===== config.mk =====
export PLATFORM = sky130hd
export DESIGN_NAME = mux4_rr_arbiter
export DESIGN_NICKNAME = d
export VERILOG_FILES = /design/src/rtl/mux4_rr_arbiter_pkg.sv /design/src/rtl/mux4_rr_arbiter_rr_pick.sv /design/src/rtl/mux4_rr_arbiter.sv
export SDC_FILE = /design/constraint.sdc
export NUM_CORES = 1
export LEC_CHECK = 0
export CORE_MARGIN = 5
export CORE_UTILIZATION = 48
export DETAILED_ROUTE_END_ITERATION = 12
export GPL_TIMING_DRIVEN = 0
export MAX_ROUTING_LAYER = met4
export PLACE_DENSITY = 0.71
export SETUP_SLACK_MARGIN = 0.05
export SLEW_MARGIN = 30
export SYNTH_ARGS = -nofsm -noshare
export SYNTH_HDL_FRONTEND = slang
export SYNTH_SLANG_ARGS = --single-unit

===== constraint.sdc =====
create_clock -name clock -period 2.7 [get_ports clock]
set_input_delay 0.405 -clock clock [delete_from_list [all_inputs] [get_ports clock]]
set_output_delay 0.405 -clock clock [all_outputs]
set_load 0.05 [all_outputs]

===== src/rtl/mux4_rr_arbiter_pkg.sv =====
// Shared definitions for the four-way round-robin mux arbiter.
// Covers the state encodings, the owner index width and the one-hot decode.
package mux4_rr_arbiter_pkg;

  localparam int IDX_W = 2;

  localparam logic STATE_IDLE  = 1'b0;
  localparam logic STATE_GRANT = 1'b1;

  function automatic logic [3:0] onehot4(input logic [IDX_W-1:0] idx);
    return 4'b0001 << idx;
  endfunction

endpackage


===== src/rtl/mux4_rr_arbiter_rr_pick.sv =====
// Rotating priority encoder.
// Returns the first set request bit found scanning from ptr upward, wrapping 3 -> 0.
module mux4_rr_arbiter_rr_pick
  import mux4_rr_arbiter_pkg::*;
(
  input  logic [3:0]       req,
  input  logic [IDX_W-1:0] ptr,
  output logic [IDX_W-1:0] idx,
  output logic             any
);

  logic [6:0]       dbl_s;
  logic [3:0]       rot_s;
  logic [IDX_W-1:0] off_s;

  // rot_s[k] is the request at position ptr+k (mod 4)
  assign dbl_s = {req[2:0], req};
  assign rot_s = dbl_s[ptr +: 4];

  // Distance from ptr to the first waiting requester
  always_comb begin
    off_s = 2'd0;
    if (rot_s[0]) begin
      off_s = 2'd0;
    end else if (rot_s[1]) begin
      off_s = 2'd1;
    end else if (rot_s[2]) begin
      off_s = 2'd2;
    end else if (rot_s[3]) begin
      off_s = 2'd3;
    end else begin
      off_s = 2'd0;
    end
  end

  assign idx = ptr + off_s;
  assign any = |req;

endmodule


===== src/rtl/mux4_rr_arbiter.sv =====
// Round-robin arbiter driving the select pair of a shared 4-to-1 mux.
// It grants one owner at a time and caps each grant at HOLD_MAX cycles while others wait.
module mux4_rr_arbiter
  import mux4_rr_arbiter_pkg::*;
#(
  parameter int HOLD_MAX = 4,
  parameter int CNT_W    = 3
) (
  input  logic       clock,
  input  logic       reset_n,
  input  logic [3:0] req,
  output logic [3:0] gnt,
  output logic       s1,
  output logic       s0,
  output logic       busy
);

  if (HOLD_MAX < 1 || HOLD_MAX > 7 || (2 ** CNT_W) <= HOLD_MAX) begin : g_bad_params
    $error("mux4_rr_arbiter: HOLD_MAX must be 1..7 and fit in CNT_W bits");
  end

  localparam logic [CNT_W-1:0] CNT_LIM = CNT_W'(HOLD_MAX - 1);

  logic             state_r, state_nxt_s;
  logic [IDX_W-1:0] ptr_r, ptr_nxt_s;
  logic [CNT_W-1:0] cnt_r, cnt_nxt_s;
  logic [3:0]       gnt_r, gnt_nxt_s;
  logic [IDX_W-1:0] sel_r, sel_nxt_s;
  logic             busy_r, busy_nxt_s;

  logic [IDX_W-1:0] pick_ptr_s;
  logic [IDX_W-1:0] pick_idx_s;
  logic             pick_any_s;
  logic [3:0]       others_s;
  logic             release_s;

  // While granting, the handoff search starts just past the current owner
  assign pick_ptr_s = (state_r == STATE_GRANT) ? (sel_r + 2'd1) : ptr_r;

  mux4_rr_arbiter_rr_pick u_pick (
    .req (req),
    .ptr (pick_ptr_s),
    .idx (pick_idx_s),
    .any (pick_any_s)
  );

  assign others_s  = req & ~gnt_r;
  assign release_s = ~req[sel_r] | ((cnt_r == CNT_LIM) & (|others_s));

  // Next-state decision for FSM, pointer, hold counter and outputs
  always_comb begin
    state_nxt_s = state_r;
    ptr_nxt_s   = ptr_r;
    cnt_nxt_s   = cnt_r;
    gnt_nxt_s   = gnt_r;
    sel_nxt_s   = sel_r;
    busy_nxt_s  = busy_r;
    case (state_r)
      STATE_IDLE: begin
        if (pick_any_s) begin
          state_nxt_s = STATE_GRANT;
          gnt_nxt_s   = onehot4(pick_idx_s);
          sel_nxt_s   = pick_idx_s;
          busy_nxt_s  = 1'b1;
          cnt_nxt_s   = {CNT_W{1'b0}};
        end else begin
          state_nxt_s = STATE_IDLE;
        end
      end
      STATE_GRANT: begin
        if (release_s) begin
          ptr_nxt_s = sel_r + 2'd1;
          cnt_nxt_s = {CNT_W{1'b0}};
          if (|others_s) begin
            gnt_nxt_s = onehot4(pick_idx_s);
            sel_nxt_s = pick_idx_s;
          end else begin
            state_nxt_s = STATE_IDLE;
            gnt_nxt_s   = 4'b0000;
            busy_nxt_s  = 1'b0;
          end
        end else if (cnt_r != CNT_LIM) begin
          cnt_nxt_s = cnt_r + CNT_W'(1);
        end else begin
          cnt_nxt_s = cnt_r;
        end
      end
      default: begin
        state_nxt_s = STATE_IDLE;
        gnt_nxt_s   = 4'b0000;
        busy_nxt_s  = 1'b0;
        cnt_nxt_s   = {CNT_W{1'b0}};
      end
    endcase
  end

  // State and output registers; reset drops any grant immediately
  always_ff @(posedge clock or negedge reset_n) begin
    if (!reset_n) begin
      state_r <= STATE_IDLE;
      ptr_r   <= 2'd0;
      cnt_r   <= {CNT_W{1'b0}};
      gnt_r   <= 4'b0000;
      sel_r   <= 2'd0;
      busy_r  <= 1'b0;
    end else begin
      state_r <= state_nxt_s;
      ptr_r   <= ptr_nxt_s;
      cnt_r   <= cnt_nxt_s;
      gnt_r   <= gnt_nxt_s;
      sel_r   <= sel_nxt_s;
      busy_r  <= busy_nxt_s;
    end
  end

  assign gnt  = gnt_r;
  assign s1   = sel_r[1];
  assign s0   = sel_r[0];
  assign busy = busy_r;

endmodule


==> impl_metrics.tcl <==
set metrics [dict create \
    wl_um 2118 \
    ff_latch_area_um2 327.8 \
    clockRootBuffer "clkbuf_4" \
    power_leakage_nw 0.5157 \
    critical-path-top-delay-family "compound AO/OA/AOI/OAI gates" \
    yosysMostFrequentCell "dfrtp_1" \
    hpwl_um 1479 \
    path_buf_inv 2 \
    multiInputGateArea_um2 571.8 \
    power_density_nw_per_um2 1311 \
    syn-num-nets 112 \
    r2r_start "sel_r[0]" \
    fill_cells 176 \
    finalCriticalPeriod_ns 2.596 \
    max_slew.worst_pin.slew_ns 0.7200 \
    maxSlewHeadroom_pct 52.00 \
    hold_viol_final 0 \
    r2r_end "gnt[2]" \
    setup_violations 0 \
    rrSetupSlack_ns 0.10 \
    critPathMaxFanout 6 \
    htreeDepth 1 \
    vias 822 \
    grt_overflow 0 \
    placed_area_um2 1085 \
    die-area_um2 2939 \
    dieHeight_um 54.22 \
    synth_edf_count 0 \
    endpoint_kind "register" \
    fmax_mhz 385.3 \
    ys.flop_type "dfrtp_1" \
    ir_worst_vdd_mv 0.6552 \
    crit_slowest_cell "dfrtp_2" \
    grt_max_degree 14 \
    yosys.area.top_type_share_pct 34.67 \
    final_nets 131 \
    final_antenna_net_count 0 \
    max_stage_delay_ns 0.41 \
    post_drt_wl_per_cell_um 14.31 \
    core_um2 1902 \
    grt_pass1_vias 751 \
    dpl_worst_slack_ns -0.1580 \
    start_kind "register" \
    die_x_um 54.22 \
    num_antenna_cells 0 \
    synth_cells 103 \
    ys_seq_elements 13 \
    firstDrtPassIters 4 \
    clk_latency_ns 0.29 \
    seq_area_frac_synth_pct 34.67 \
    setup_ws_ns 0.1043 \
    cp.required_ns 2.90 \
    timing.critical_path.mode_cell "mux2_4" \
    clk_transition_reported_paths_ns 0.08 \
    syn-cell-area_um2 938.4 \
    cts_tree "done" \
    fin_crit_sh_pct 96.14 \
    vias_per_cell 5.554 \
    synth_area_leaders "dfrtp_1 35%, mux2_2 4.8%, ha_1 4.0%, inv_1 4.0%, a21oi_1 3.7%" \
    cts-buffers-inserted 3 \
    skew_ns 0.006653 \
    syn_to_final_growth_pct 24.93 \
    avgSynthCellArea_um2 9.111 \
    drive_gt1_share_pct 19.83 \
    ff2ff_path_depth 12 \
    cap_violations 0 \
    ios 13 \
    grt_pass1_wl_um 3470 \
    gp_congestion 0.8359 \
    yosysTopAreaCell "dfrtp_1" \
    drt_iter0_markers 8 \
    status "complete, no violations" \
    yosys_warnings 0 \
    synth_common_cells "13 x dfrtp_1, 10 x inv_1, 9 x nand2_1, 7 x a21oi_1, 6 x nor2_1" \
    rsz0062_at_grt "true" \
    io_buffers 11 \
    whs_ns 0.4849 \
    synth_cell_types 37 \
    p_total_mw 1.537 \
    clockBufferDepth 2 \
    hp-start "cnt_r[0]" \
    slew_violations 0 \
    cts_hold_buf 0 \
    grtUsageTotal_pct 16.95 \
    crit_cells 12 \
    synthArstFlopShare_pct 100.0 \
    hp-class "register to register" \
    hold_depth 1 \
    final_area_um2 1172 \
    crit_chain "buf_6, xor2_1, mux2_4, a21boi_2, a21oi_1, o22ai_1, mux2_4, ha_1, inv_1, or3_4, o211a_4, o31ai_4" \
    clock-sinks 13 \
    start_util_pct 49.34 \
    path_class "register to register" \
    antenna_found_initial 0 \
    holdPathEnd "cnt_r[0]" \
    post-route-drc-count 0 \
    num_rows 16 \
    arrival_ns 2.80 \
]
[layer usage]
metal | track usage [%] | routed length (um)
met5 | - | 0
met4 | 5.394 | 21
met3 | 5.722 | 71
met2 | 23.31 | 1014
met1 | 23.33 | 1010
[power by group]
part | switching [mW] | internal (mW) | leakage [nW]
Combinational | 0.588 | 0.472 | 0.340
Sequential | 0.0731 | 0.281 | 0.158
Clock | 0.0684 | 0.0551 | 0.0177
[cells in the final DEF, fill, tap and decap left out, drive strengths merged, types with 3 or more instances in the layout]
master	n
a21oi	7
buf	6
clkbuf	5
clkdlybuf4s50	11
dfrtp	13
ha	3
inv	10
mux2	4
nand2	9
nand2b	5
nor2	6
o21ai	5
o22ai	3
o31ai	3
[stage by stage]
stage	setup TNS [ns]	utilization (%)	cells
floorplan	0	-	103
global placement	-0.3393	57.04	141
detailed placement	-0.6085	57.04	141
global route	-0.001753	61.64	148
CTS	0	58.75	145
finish	0	61.64	148
[what timing repair did]
action	4_1_cts	5_1_grt
gates resized for setup	1	7
setup endpoints to repair	1	5
pin swaps	0	4
setup buffers	0	3
hold endpoints to repair	0	0
[logic make-up (layout without fill, tap and decap cells)]
logic type | count (synthesis) | in the layout | synth area share [%]
flops | 13 | 13 | 34.67
fa+ha+maj | 3 | 3 | 4.000
xor+xnor | 1 | 1 | 0.9335
compound gates | 33 | 33 | 24.53
simple gates | 31 | 31 | 17.73
mux | 7 | 7 | 9.734
buf+inv | 15 | 33 | 8.400
[worst max path at each step]
stage | from | endpoint
floorplan | sel_r[0] | gnt[0]
global placement | req[0] | gnt[0]
detailed placement | req[0] | gnt[2]
CTS | sel_r[0] | gnt[0]
global route | sel_r[0] | gnt[2]
finish | sel_r[0] | gnt[2]
[final cells by class]
class                      count  share of cell area [%]
sequential                    13                   27.96
buffer                         5                   3.522
tap                           27                   2.882
inverter                      10                   3.202
clock inverter                 1                  0.4269
clock buffer                   3                   1.921
timing repair buffer          14                   11.31
multi-input combinational     75                   48.77
[registers in the layout, indices dropped and copies added, names as in the netlist]
signal	flops
busy	1
cnt_r	3
gnt	4
ptr_r	2
sel_r	2
state_r	1
(Power assumes the default switching activity.)
